==> src/rtl/i2s_tx.sv <==
// i2s_tx: serial audio output stage.
// Latches a left/right sample pair once per frame and shifts it out as
// standard I2S (MSB first, one BCLK after the LRCLK edge, left slot while
// LRCLK is low). BCLK and LRCLK are derived from sys_clk by an integer divider.
//
// Ports:
//   sys_clk    - system clock, all logic on its rising edge
//   reset      - synchronous active-high reset (priority over enable)
//   enable     - run when high, idle state when low
//   left_in    - left sample, passed through unchanged
//   right_in   - right sample, passed through unchanged
//   sample_req - one-cycle pulse in the cycle the pair is latched
//   bclk       - bit clock (registered)
//   lrclk      - word select (registered), 0 = left, 1 = right
//   sdata      - serial data (registered), changes only on BCLK falls
module i2s_tx #(
  parameter int CLK_DIV   = 8,
  parameter int SLOT_BITS = 32,
  parameter int SAMPLE_W  = 24
) (
  input  logic                sys_clk,
  input  logic                reset,
  input  logic                enable,
  input  logic [SAMPLE_W-1:0] left_in,
  input  logic [SAMPLE_W-1:0] right_in,
  output logic                sample_req,
  output logic                bclk,
  output logic                lrclk,
  output logic                sdata
);

  localparam int DIV_W = (CLK_DIV > 1) ? $clog2(CLK_DIV) : 1;
  localparam int BIT_W = $clog2(2 * SLOT_BITS);

  localparam logic [DIV_W-1:0] DIV_LAST = DIV_W'(CLK_DIV - 1);
  localparam logic [BIT_W-1:0] BIT_LAST = BIT_W'(2 * SLOT_BITS - 1);
  localparam logic [BIT_W-1:0] SLOT_N   = BIT_W'(SLOT_BITS);

  logic [DIV_W-1:0]    div_cnt_q, div_cnt_d;
  logic [BIT_W-1:0]    bit_cnt_q, bit_cnt_d;
  logic                bclk_q, bclk_d;
  logic                lrclk_q, lrclk_d;
  logic                sdata_q, sdata_d;
  logic                req_q, req_d;
  logic [SAMPLE_W-1:0] left_q, left_d;
  logic [SAMPLE_W-1:0] right_q, right_d;

  logic [BIT_W-1:0]    bit_nxt_s;
  logic                right_slot_s;
  logic [BIT_W-1:0]    slot_s;
  logic [SAMPLE_W-1:0] word_s;
  logic                ser_bit_s;

  // Bit position that the next fall event moves to, and its slot offset.
  assign bit_nxt_s    = (bit_cnt_q == BIT_LAST) ? BIT_W'(0) : bit_cnt_q + BIT_W'(1);
  assign right_slot_s = (bit_nxt_s >= SLOT_N);
  assign slot_s       = right_slot_s ? (bit_nxt_s - SLOT_N) : bit_nxt_s;
  // At b==0 the left hold register is stale, but s==0 is padding anyway.
  assign word_s       = right_slot_s ? right_q : left_q;

  // Serial bit for slot offset s: sample bit [SAMPLE_W-s] for 1..SAMPLE_W, else pad 0.
  always_comb begin
    ser_bit_s = 1'b0;
    for (int i = 1; i <= SAMPLE_W; i++) begin
      if (slot_s == BIT_W'(i)) begin
        ser_bit_s = word_s[SAMPLE_W - i];
      end else begin
        ser_bit_s = ser_bit_s;
      end
    end
  end

  // Next-state: divider, bit counter, framing and sample latch.
  always_comb begin
    div_cnt_d = div_cnt_q;
    bit_cnt_d = bit_cnt_q;
    bclk_d    = bclk_q;
    lrclk_d   = lrclk_q;
    sdata_d   = sdata_q;
    req_d     = 1'b0;
    left_d    = left_q;
    right_d   = right_q;

    if (reset || !enable) begin
      div_cnt_d = DIV_W'(0);
      bit_cnt_d = BIT_LAST;
      bclk_d    = 1'b0;
      lrclk_d   = 1'b0;
      sdata_d   = 1'b0;
      left_d    = SAMPLE_W'(0);
      right_d   = SAMPLE_W'(0);
    end else if (div_cnt_q == DIV_LAST) begin
      div_cnt_d = DIV_W'(0);
      bclk_d    = ~bclk_q;
      if (bclk_q) begin
        // Fall event: advance one bit and drive the next data bit.
        bit_cnt_d = bit_nxt_s;
        lrclk_d   = right_slot_s;
        sdata_d   = ser_bit_s;
        if (bit_nxt_s == BIT_W'(0)) begin
          left_d  = left_in;
          right_d = right_in;
          req_d   = 1'b1;
        end else begin
          req_d   = 1'b0;
        end
      end else begin
        bit_cnt_d = bit_cnt_q;
      end
    end else begin
      div_cnt_d = div_cnt_q + DIV_W'(1);
    end
  end

  // State registers with synchronous reset.
  always_ff @(posedge sys_clk) begin
    if (reset) begin
      div_cnt_q <= DIV_W'(0);
      bit_cnt_q <= BIT_LAST;
      bclk_q    <= 1'b0;
      lrclk_q   <= 1'b0;
      sdata_q   <= 1'b0;
      req_q     <= 1'b0;
      left_q    <= SAMPLE_W'(0);
      right_q   <= SAMPLE_W'(0);
    end else begin
      div_cnt_q <= div_cnt_d;
      bit_cnt_q <= bit_cnt_d;
      bclk_q    <= bclk_d;
      lrclk_q   <= lrclk_d;
      sdata_q   <= sdata_d;
      req_q     <= req_d;
      left_q    <= left_d;
      right_q   <= right_d;
    end
  end

  assign sample_req = req_q;
  assign bclk       = bclk_q;
  assign lrclk      = lrclk_q;
  assign sdata      = sdata_q;

endmodule

==> config.mk <==
export PLATFORM = sky130hd
export DESIGN_NAME = i2s_tx
export DESIGN_NICKNAME = d
export VERILOG_FILES = /design/src/rtl/i2s_tx.sv
export SDC_FILE = /design/constraint.sdc
export NUM_CORES = 1
export LEC_CHECK = 0
export CELL_PAD_IN_SITES_DETAIL_PLACEMENT = 1
export CELL_PAD_IN_SITES_GLOBAL_PLACEMENT = 1
export CORE_UTILIZATION = 38
export CTS_CLUSTER_DIAMETER = 200
export DETAILED_ROUTE_END_ITERATION = 6
export GPL_ROUTABILITY_DRIVEN = 0
export GPL_TIMING_DRIVEN = 1
export PLACE_DENSITY = 0.83
export SETUP_SLACK_MARGIN = 0.02
export SLEW_MARGIN = 5
export SYNTH_ARGS = -nofsm -noshare
export SYNTH_HDL_FRONTEND = slang
export SYNTH_SLANG_ARGS = --single-unit
export TNS_END_PERCENT = 20
==> constraint.sdc <==
create_clock -name sys_clk -period 4.3 [get_ports sys_clk]
set_input_delay 0.645 -clock sys_clk [delete_from_list [all_inputs] [get_ports sys_clk]]
set_output_delay 0.645 -clock sys_clk [all_outputs]
set_load 0.02 [all_outputs]
Word level (Yosys, flattened, before mapping) --
Index checks and enable logic that the tools add are counted.
Cells by class: $add $sub $neg 3, order comparisons 1, equal/unequal tests 26, mux-type cells 28, bitwise logic cells 2, reduce and logical (&&, ||, !) cells 8
Operator list (count):
- $eq A6 B5 Y1 const B | 9
- $eq A6 B4 Y1 const B | 8
- $mux W1 | 25
- $eq A6 B3 Y1 const B | 4
- $mux W24 | 1
- $eq A6 B2 Y1 const B | 2
- $mux W6 | 2
- $add A6 B1 Y6 const B | 1
- $eq A6 B1 Y1 const B | 1
- $eq A6 B6 Y1 const B | 1
- $ge A6 B6 Y1 const B | 1
- $logic_not A6 Y1 | 1
- $sub A6 B6 Y6 const B | 1
- $reduce_or A4 Y1 | 1
- $add A3 B1 Y3 const B | 1
- $eq A3 B3 Y1 const B | 1
- $reduce_and A3 Y1 | 1
- $reduce_or A3 Y1 | 1
- $not A1 Y1 | 2
- $reduce_and A2 Y1 | 1
- $reduce_or A2 Y1 | 1
- $logic_not A1 Y1 | 1
- $logic_or A1 B1 Y1 | 1
Word-level totals: flip-flop bits (word level) 61, input port bits 51, output and inout port bits 4, word-level logic and storage cells 76

Logic depth before layout (Yosys ltp) --
Gate-level depths: netlist (run 1).
depth in word-level cells 29, mapped depth 11, mapped depth without buffers 10

Worst setup path before layout (run 1) --
Ideal clock, no wire load.
kind flip-flop to flip-flop, start register bit_cnt_q[0], end register sdata_q, in the netlist sdata, setup time 79 ps, arrival time 2185 ps, data required time 4221 ps, slack 2036 ps, stages on the path, launching flop included 10, buffers on the path 0, clock period less this slack 2264 ps, cell sequence dfxtp_1 -> ha_1 -> or3b_4 -> o41ai_4 -> nand2_4 -> or4_1 -> o211ai_2 -> a21o_1 -> a211oi_1 -> a211oi_2
Between the ends: word-level cells in the longest chain between the ends 29, elaborated cells on any way between the ends 55, those cells by class add/sub (2); order compare (1); eq/ne (25); mux (27)
Ends and longest elaborated chain:
- from (decl) | RTL line 40 | logic [BIT_W-1:0] bit_cnt_q, bit_cnt_d;
- from (signal assigned) | RTL line 128 | bit_cnt_q <= bit_cnt_d;
- $add A6 B1 Y6 / $eq A6 B6 Y1 (equally long branches) | RTL line 55 | assign bit_nxt_s = (bit_cnt_q == BIT_LAST) ? BIT_W'(0) : bit_cnt_q + BIT_W'(1);
- $mux W6 (*) | RTL line 55
- $sub A6 B6 Y6 / $ge A6 B6 Y1 (equally long branches) | RTL line 57, 56
- $mux W6 | RTL line 57 | assign slot_s = right_slot_s ? (bit_nxt_s - SLOT_N) : bit_nxt_s;
- $eq A6 B1 Y1 | RTL line 65 | if (slot_s == BIT_W'(i)) begin
- $mux W1 (23 in series) | RTL line 65
- $mux W1 (*) | RTL line 65
- to (signal assigned) | RTL line 131 | sdata_q <= sdata_d;
- to (decl) | RTL line 43 | logic sdata_q, sdata_d;
Mark *: on every way between the ends. The rest lies on a longest branch, timed or not. A chain may end at the register's enable or synchronous reset.

Worst setup path in the final report (run 1) --
start register bit_cnt_q[0], end register left_q[23]
Between the ends: word-level cells in the longest chain between the ends 4, elaborated cells on any way between the ends 5, those cells by class add/sub (1); eq/ne (1); mux (1); reduce/logical (2)
Ends and longest elaborated chain:
- $add A6 B1 Y6 / $eq A6 B6 Y1 (equally long branches) | RTL line 55
- $mux W6 (*) | RTL line 55
- $logic_not A6 Y1 (*) | RTL line 100 | if (bit_nxt_s == BIT_W'(0)) begin
- $reduce_and A3 Y1 (no line) (*)
- to (signal assigned) | RTL line 133 | left_q <= left_d;
- to (decl) | RTL line 45 | logic [SAMPLE_W-1:0] left_q, left_d;
Marked as above.

==> results of run 1 <==
## power breakdown
part / switching, mW / internal (mW)
clock: 0.230 / 0.294
combinational: 0.0154 / 0.0413
sequential: 0.000434 / 0.566
## flip-flops by register name, indices dropped and copies added (netlist names)
name	cells
div_cnt_q	3
bit_cnt_q	6
sample_req	1
left_q	24
bclk	1
lrclk	1
right_q	24
sdata	1
## placed cells by master (no fill, tap or decap), drive strengths merged, types with 2 or more instances in the layout
cell type | netlist | final
o2111ai | 2 | 2
clkdlybuf4s50 | 0 | 54
clkinv | 0 | 2
nor3b | 4 | 4
nor3 | 8 | 8
and3 | 8 | 8
a221oi | 2 | 2
nor2 | 13 | 13
clkbuf | 19 | 11
nor2b | 3 | 3
o21bai | 2 | 2
xnor2 | 2 | 2
o311ai | 2 | 2
a311oi | 4 | 4
o41ai | 2 | 2
nand2 | 123 | 123
mux2i | 7 | 7
or2b | 3 | 3
buf | 12 | 4
a41oi | 2 | 2
a21oi | 61 | 61
a211oi | 4 | 4
mux2 | 4 | 4
o21ai | 10 | 10
nand3 | 12 | 12
o32a | 2 | 2
ha | 6 | 6
inv | 7 | 7
or4 | 2 | 2
a21o | 3 | 3
nand3b | 2 | 2
o211ai | 5 | 5
dfxtp | 61 | 61
a31oi | 7 | 7
## logic make-up (layout without fill, tap and decap cells)
| logic type | Yosys count | after routing | share of synthesized area |
|---|---|---|---|
| xor gates and xnor gates | 2 | 2 | 0.00521 |
| DFF | 61 | 61 | 0.363 |
| adders and majority gates | 6 | 6 | 0.0223 |
| muxes | 11 | 11 | 0.0354 |
| and+or+nand+nor | 188 | 188 | 0.271 |
| AOI/OAI and AO/OA | 116 | 116 | 0.233 |
| buffers and inverters | 38 | 80 | 0.0707 |
## per-stage QoR
stage	power, mW	cells	hold WS (ps)	utilization	area (um2)
finish	1.15	569	444	0.485	4070
global route	1.19	569	476	0.485	4070
CTS	1.16	569	449	0.485	4070
detailed placement	0.636	554	439	0.461	3870
global placement	0.635	554	412	0.461	3870
floorplan	0.588	422	404	-	3360
## path summary, 6_finish.rpt
path | startpoint | end | slack, ps
setup / recovery | bit_cnt_q[0]$_SDFFE_PP1P_ | left_q[23]$_SDFFE_PP0P_ | 970
hold / removal | div_cnt_q[0]$_SDFF_PP0_ | div_cnt_q[0]$_SDFF_PP0_ | 440
setup reg to reg | bit_cnt_q[0]$_SDFFE_PP1P_ | left_q[23]$_SDFFE_PP0P_ | 970
hold reg to reg | div_cnt_q[0]$_SDFF_PP0_ | div_cnt_q[0]$_SDFF_PP0_ | 440
## area by class of cell
cell class	instances	area [um2]	share of cell area
Tap cell	105	131	0.0323
Multi-Input combinational cell	323	1920	0.472
Inverter	7	26.3	0.00646
Clock buffer	11	151	0.0372
Sequential cell	61	1220	0.300
Clock inverter	4	47.5	0.0117
Timing Repair Buffer	58	571	0.140
## synthesized netlist by cell type, types with 2 or more instances
master / number / area, um2
buf_4: 2 / 15.0
o2111ai_1: 2 / 17.5
buf_1: 2 / 7.51
or2b_2: 2 / 17.5
and3_1: 6 / 37.5
xnor2_1: 2 / 17.5
and3_4: 2 / 22.5
nor3_1: 8 / 40.0
clkbuf_8: 4 / 55.1
a21oi_1: 61 / 305
inv_1: 6 / 22.5
a21o_2: 2 / 17.5
buf_2: 2 / 10.0
a311oi_1: 4 / 35.0
dfxtp_1: 61 / 1220
a41oi_1: 2 / 17.5
nor2_1: 11 / 41.3
nor2_2: 2 / 12.5
clkbuf_1: 15 / 56.3
o211ai_1: 3 / 22.5
mux2_2: 3 / 33.8
nand3_1: 10 / 50.1
o32a_2: 2 / 22.5
a31oi_1: 6 / 37.5
mux2i_1: 7 / 70.1
nor3b_1: 3 / 22.5
nor2b_1: 3 / 18.8
a211oi_1: 3 / 22.5
ha_1: 6 / 75.1
nand2_1: 120 / 450
o211ai_2: 2 / 25.0
o21ai_0: 9 / 45.0
nand3b_1: 2 / 15.0
buf_6: 6 / 67.6
nand2_4: 3 / 33.8
or4_1: 2 / 15.0
## critical path, cell delays in order (launching register included)
cell and delay [ps]:
dfxtp_1 580, ha_1 620, nand2_1 340, nor2_1 350, o21a_1 680, buf_4 400, nand2_1 100, a21oi_1 140
## routing by layer
layer | GRT usage | vias to the layer above | routed length (um)
met5 | 0 | - | 0
met4 | 0.0958 | 0 | 216
met3 | 0.0545 | 24 | 399
met2 | 0.381 | 70 | 4740
met1 | 0.286 | 1547 | 4360
li1 | - | 1553 | -
==> impl_metrics.ini, run 1 <==
[run_status]
status = finished clean

[logic_synthesis]
syn-num-nets = 479
avgSynthCellArea_um2 = 7.97
ys_seq_elements = 61
ys_warn_count = 0
synth_flop_cell = dfxtp_1
synthesis.area_mm2 = 0.00336
synth_edf_count = 0
syn_inst = 422
synthArstFlopShare = 0
synth_seq_area_share = 0.363
ys_types = 72

[hold_path]
min_path_type = register to register
hold_path_depth = 1

[detailed_routing]
finalWirelength_mm = 9.71
drtPass1Iterations = 4
viasPerCell = 5.61
ant_nets = 0
drc = 0
routedWlPerCell_um = 17.1
vias = 3194
first_iter_violations = 133

[clocking]
cts_hold_buf = 0
cts_max_level = 3
cts_setup_buffers = 0
cts-resized-gates = 0
cts_made_buffers = 9
clk_pin_slew_worst_paths_ps = 70
cts_sinks = 61
cts_tree = built
root_buffer = clkbuf_8
cts_buffer_depth = 2
clk-insertion-delay-late_ps = 360

[floorplan]
die-area_mm2 = 0.00923
start_util = 0.401
rows = 33
die_y_um = 96.1
die_w_um = 96.1
ioPinCount = 55
core_area_mm2 = 0.00838

[global_route]
grt_pass1_wl_mm = 16.2
grt_pass1_vias = 3281
grt_overflow_total = 0
grt_usage = 0.230
antenna_found_initial = 0
grt_max_degree = 57

[timing]
tns_ps = 0
hold_violations = 0
fin_ws_ps = 970
grt_setup_unrepaired = no
fin_crit_sh = 0.774
setup_viol = 0
fmax_ghz = 0.300
fin_skew_ps = 8.58
worst_slew_pin_slew_ps = 1080
slew_viol_final = 0
slew-limit-headroom = 0.277
fin_crit_ps = 3330

[layout]
area_growth_pct = 20.9
n_antenna_cell = 0
drive_gt1_frac = 0.114
n_fill_cell = 1025
fin_nets = 517

[place]
dp_hpwl_mm = 6.94
portBuffers = 54
dp_slack_ps = 993

[worst_setup_path]
cp-end-kind = register
worstPathMaxFanout = 28
reg2regPathDepth = 7
arrival_ps = 3590
start_kind = register
required_ps = 4560
critical_path_class = register to register

[power]
power.density_mw_per_mm2 = 282
power_leakage_nw = 1.41
ir_drop_v = 0.000115

[flow_run]
maxCapViolCount = 0
(Power assumes the default switching activity.)
==> run 2, diff against run 1 <==
==> constraint.sdc (replaced) <==
create_clock -name sys_clk -period 3.2 [get_ports sys_clk]
set_input_delay 0.48 -clock sys_clk [delete_from_list [all_inputs] [get_ports sys_clk]]
set_output_delay 0.48 -clock sys_clk [all_outputs]
set_load 0.02 [all_outputs]
==> run 2 against run 1 <==
  * Core utilization rose by 0.090 points
  * Die area did not move
  * Register-to-register slack got worse by 720 ps
  * Via count rose by 0.75%
  * Final area rose by 0.18%
  * Largest power group unchanged
==> impl_metrics.ini, run 2 (same netlist as run 1, synthesis figures left out) <==
[floorplan]
die_y_um = 96.1
die-area_mm2 = 0.00923
die_w_um = 96.1
start_util = 0.401
core_area_mm2 = 0.00838
ioPinCount = 55
rows = 33

[run_status]
status = finished clean

[flow_run]
maxCapViolCount = 0

[worst_setup_path]
cp-end-kind = register
cp_slowest_cell = dfxtp_1
start_kind = register
r2r_slack_ps = 250
reg2regPathDepth = 9
max_stage_delay_ps = 570
reg2reg_from = bit_cnt_q[1]$_SDFFE_PP1P_
r2r-end = sdata$_SDFFE_PP0P_
arrival_ps = 3170
worstPathMaxFanout = 14
critical_path_class = register to register
required_ps = 3420
path_cells = ha_2 -> a21o_2 -> nand3_4 -> nand2_4 -> mux2_2 -> a221oi_1 -> o211ai_2 -> a211oi_1 -> a211oi_2

[detailed_routing]
ant_nets = 0
viasPerCell = 5.60
dr_wl_met2_mm = 4.84
first_iter_violations = 177
finalWirelength_mm = 9.87
dr.max_layer_used = met4
wirelength_met1_mm = 4.41
drc = 0
vias = 3218
met3WireLength_um = 323
drtPass1Iterations = 4
routedWlPerCell_um = 17.2

[timing]
slew-limit-headroom = 0.507
worst_slew_pin_slew_ps = 739
fmax_ghz = 0.339
hold_violations = 0
fin_crit_sh = 0.921
fin_crit_ps = 2950
fin_skew_ps = 5.16
tns_ps = 0
slew_viol_final = 0
grt_setup_unrepaired = no
setup_viol = 0

[clocking]
root_buffer = clkbuf_8
cts_made_buffers = 9
cts_tree = built
cts_sinks = 61
cts_hold_buf = 0
clk-insertion-delay-late_ps = 350
cts_max_level = 3
cts_setup_buffers = 0
cts_buffer_depth = 2
clk_pin_slew_worst_paths_ps = 70

[global_route]
antenna_found_initial = 0
grt_pass1_vias = 3327
grt_usage = 0.233
grt_overflow_total = 0
grt_max_degree = 38
grt_pass1_wl_mm = 16.2

[power]
power.density_mw_per_mm2 = 353
ir_drop_v = 0.000194
power_leakage_nw = 1.41
power_mw = 1.44

[layout]
reg_top3 = left_q x24, right_q x24, bit_cnt_q x6
final_common_cell = nand2_1
fin_nets = 522
area_growth_pct = 21.1
n_antenna_cell = 0
most-common-layout-cells = nand2_1 (120), a21oi_1 (61), dfxtp_1 (61), clkdlybuf4s50_1 (54), nor2_1 (11)
drive_gt1_frac = 0.128

[hold_path]
min_path_type = register to register
hold_path_depth = 1
worstHoldStart = div_cnt_q[0]$_SDFF_PP0_
hold_path_end = div_cnt_q[0]$_SDFF_PP0_

[place]
portBuffers = 54
dp_hpwl_mm = 7.21
-- run 2: worst max path at each step --
stage	startpoint	end	depth (start not counted)	slack [ps]
2_1_floorplan	bit_cnt_q[0]$_SDFFE_PP1P_	sdata$_SDFFE_PP0P_	9	940
3_3_place_gp	bit_cnt_q[0]$_SDFFE_PP1P_	sdata$_SDFFE_PP0P_	9	400
3_5_place_dp	bit_cnt_q[0]$_SDFFE_PP1P_	sdata$_SDFFE_PP0P_	9	230
4_1_cts	bit_cnt_q[1]$_SDFFE_PP1P_	sdata$_SDFFE_PP0P_	9	170
5_1_grt	bit_cnt_q[2]$_SDFFE_PP1P_	sdata$_SDFFE_PP0P_	8	80
6_report	bit_cnt_q[1]$_SDFFE_PP1P_	sdata$_SDFFE_PP0P_	9	250
-- run 2: metrics by stage --
step / worst slack [ps] / hold slack (ps) / area (um2) / cells / utilization
4_1_cts: 175 / 439 / 4070 / 575 / 0.486
3_5_place_dp: 226 / 427 / 3900 / 559 / 0.466
3_3_place_gp: 401 / 414 / 3900 / 559 / 0.466
6_report: 252 / 435 / 4070 / 575 / 0.486
2_1_floorplan: 936 / 404 / 3360 / 422 / -
5_1_grt: 78.3 / 470 / 4070 / 575 / 0.486
-- run 2: area by class of cell --
type | instances | area (um2)
Inverter | 7 | 26.3
Clock inverter | 7 | 42.5
Multi-Input combinational cell | 323 | 1920
Sequential cell | 61 | 1220
Tap cell | 105 | 131
Fill cell | 1036 | 4310
Clock buffer | 9 | 124
Timing Repair Buffer | 63 | 608
-- run 2: report_power, final --
| part | internal [mW] | switching, mW |
|---|---|---|
| registers | 0.760 | 0.000584 |
| clock network | 0.274 | 0.327 |
| logic | 0.0563 | 0.0214 |
-- run 2: worst max-delay path: cells and delay by family (launching register included) --
kind / cells / cell delay [ps]
adders and majority gates: 1 / 410
AOI/OAI and AO/OA: 5 / 1030
muxes: 1 / 380
DFF: 1 / 570
and+or+nand+nor: 2 / 420
-- run 2: metal layers --
metal,vias to the layer above,GRT usage
met1,1546,0.287
met2,83,0.392
li1,1564,-
met3,25,0.0379
met5,-,0
met4,0,0.118
-- run 2: what timing repair did --
action	4_1_cts	5_1_grt
hold endpoints to repair	0	0
gates resized for setup	0	1
endpoints found under the setup margin	0	1
==> run 3, diff against run 2 <==
--- a/config.mk
+++ b/config.mk
@@ -5,14 +5,15 @@
 export SDC_FILE = /design/constraint.sdc
 export NUM_CORES = 1
 export LEC_CHECK = 0
+export ABC_AREA = 1
 export CELL_PAD_IN_SITES_DETAIL_PLACEMENT = 1
 export CELL_PAD_IN_SITES_GLOBAL_PLACEMENT = 1
-export CORE_UTILIZATION = 38
+export CORE_UTILIZATION = 36
 export CTS_CLUSTER_DIAMETER = 200
 export DETAILED_ROUTE_END_ITERATION = 6
 export GPL_ROUTABILITY_DRIVEN = 0
 export GPL_TIMING_DRIVEN = 1
-export PLACE_DENSITY = 0.83
+export PLACE_DENSITY = 0.78
 export SETUP_SLACK_MARGIN = 0.02
 export SLEW_MARGIN = 5
 export SYNTH_ARGS = -nofsm -noshare
==> run 3 against run 2 <==
  * Sequential share of layout area up 1.3 points
  * Sequential power hardly changed
  * Maximum frequency fell by 2.0%
  * Final cell count up 7.1%
  * Via count decreased by 6.3%
  * Clock power is 2% lower
  * Worst setup slack worse by 60 ps
  * Sequential cell count unchanged
  * Highest routed layer unchanged
==> impl_metrics.ini, run 3 <==
[run_status]
status = finished clean

[global_route]
grt_overflow_total = 0
grt_pass1_vias = 3039
grt_pass1_wl_mm = 14.2
grt_max_degree = 58
antenna_found_initial = 0
grt_usage = 0.210

[logic_synthesis]
synthXorXnorAreaFrac = 0
syn_inst = 447
synth_seq_area_share = 0.410
syn-num-nets = 504
synth_flop_cell = dfxtp_1
synth_area_leaders = dfxtp_1 (41%), nor2_1 (15%), o21ai_0 (9.8%)
yosysTopAreaCell = dfxtp_1
yosysMostFrequentCell = nor2_1
ys_types = 30
synth_top_family_by_area = simple AND/OR/NAND/NOR gates
synth-compound-area-share = 0.169
synthSimpleGateAreaFrac = 0.307
synth.top_cells.by_count = nor2_1 (117), nand2_1 (69), dfxtp_1 (61), o21ai_0 (58), inv_1 (48)
synthArstFlopShare = 0
yosys.area_share.adder = 0.0252
synth_top_area_share = 0.410
synth_edf_count = 0
ys_warn_count = 0
muxShareOfSynthArea = 0
synthesis.area_mm2 = 0.00298
avgSynthCellArea_um2 = 6.66
ys_seq_elements = 61

[clocking]
root_buffer = clkbuf_8
cts_tree = built
cts_buffer_depth = 2
cts_hold_buf = 0
cts_max_level = 3
clk_pin_slew_worst_paths_ps = 60
clk-insertion-delay-late_ps = 350
cts_made_buffers = 9
cts_sinks = 61

[floorplan]
ioPinCount = 55
die-area_mm2 = 0.00863
rows = 32
start_util = 0.379
die_w_um = 92.9
core_area_mm2 = 0.00785
die_y_um = 92.9

[worst_setup_path]
worstPathMaxFanout = 5
cp_common_cell = nand2_1
cp_num_buf_inv = 1
start_kind = register
cp-end-kind = register
crit_family = simple AND/OR/NAND/NOR gates
arrival_ps = 3250
max_stage_delay_ps = 360
required_ps = 3440
cp_slowest_cell = dfxtp_4
critical_path_class = register to register

[power]
power.density_mw_per_mm2 = 366
power_mw = 1.44
ir_drop_v = 0.000185
power_leakage_nw = 1.56

[layout]
finalInstanceArea_mm2 = 0.00393
drive_gt1_frac = 0.113
fin_nets = 567
n_antenna_cell = 0
reg_top3 = left_q x24, right_q x24, bit_cnt_q x6
most-common-layout-cells = nor2_1 (114), nand2_1 (67), o21ai_0 (58), dfxtp_1 (58), clkdlybuf4s50_1 (54)
final_common_cell = nor2_1
area_growth_pct = 32.0

[timing]
worst_slew_pin_slew_ps = 467
hold_violations = 0
setup_viol = 0
slew_viol_final = 0
fin_hold_ws_ps = 419
slew-limit-headroom = 0.688
fmax_ghz = 0.332
grt_setup_unrepaired = yes
fin_crit_ps = 3010
fin_skew_ps = 12.3
fin_crit_sh = 0.940

[detailed_routing]
drc = 0
drtPass1Iterations = 4
routedWlPerCell_um = 14.1
viasPerCell = 4.90
ant_nets = 0
first_iter_violations = 147
finalWirelength_mm = 8.68
vias = 3016

[flow_run]
maxCapViolCount = 0

[place]
dp_hpwl_mm = 6.42
placed_cell_area_mm2 = 0.00366
portBuffers = 54

[hold_path]
min_path_type = register to register
## run 3: worst paths after layout
path / end / startpoint / cells after the start / slack, ps
max reg2reg: sdata$_SDFFE_PP0P_ / bit_cnt_q[1]$_SDFFE_PP1P_ / 40 / 190
min reg2reg: div_cnt_q[0]$_SDFF_PP0_ / div_cnt_q[0]$_SDFF_PP0_ / 1 / 420
min: div_cnt_q[0]$_SDFF_PP0_ / div_cnt_q[0]$_SDFF_PP0_ / 1 / 420
max: sdata$_SDFFE_PP0P_ / bit_cnt_q[1]$_SDFFE_PP1P_ / 40 / 190
## run 3: final cells by class
class,instances,area (um2)
Tap cell,102,128
Clock inverter,2,10.0
Inverter,51,194
Clock buffer,13,149
Timing Repair Buffer,70,662
Fill cell,1040,3920
Multi-Input combinational cell,317,1560
Sequential cell,61,1230
## run 3: repair_timing
action	CTS	global route
setup endpoints to repair	1	1
pin swaps	0	6
cloned	0	1
setup buffers	0	5
gates resized for setup	2	17
## run 3: logic make-up after synthesis
| family | count (synthesis) |
|---|---|
| DFF | 61 |
| adders and majority gates | 6 |
| and+or+nand+nor | 220 |
| AOI/OAI and AO/OA | 90 |
| buffers and inverters | 70 |
## run 3: power by group
part           internal [mW]  switching, mW
Clock                  0.296          0.292
Sequential             0.759       0.000508
Combinational         0.0610         0.0279
Total                   1.12          0.321
## run 3: per-layer routing
| metal | wire length [um] | vias up | track usage |
|---|---|---|---|
| met5 | 0 | - | 0 |
| met4 | 140 | 0 | 0.0846 |
| met3 | 224 | 12 | 0.0328 |
| met2 | 4170 | 51 | 0.357 |
| met1 | 4140 | 1407 | 0.263 |
| li1 | - | 1546 | - |
## run 3: per-stage QoR
step           setup TNS, ps  cells   util  setup WS [ps]
3_3_place_gp               0    595  0.466            172
2_1_floorplan              0    447      -            432
6_report                   0    616  0.500            192
4_1_cts                    0    610  0.487           75.3
5_1_grt                 -137    616  0.500           -137
3_5_place_dp           -13.7    595  0.466          -13.7
## run 3: worst reg2reg max path, delay by kind of cell (launching register included)
family / cells / cell delay, ps
AND/OR/NAND/NOR: 38 / 2310
flip-flops: 1 / 360
adder cells (fa/ha/maj): 1 / 170
buffers and inverters: 1 / 40
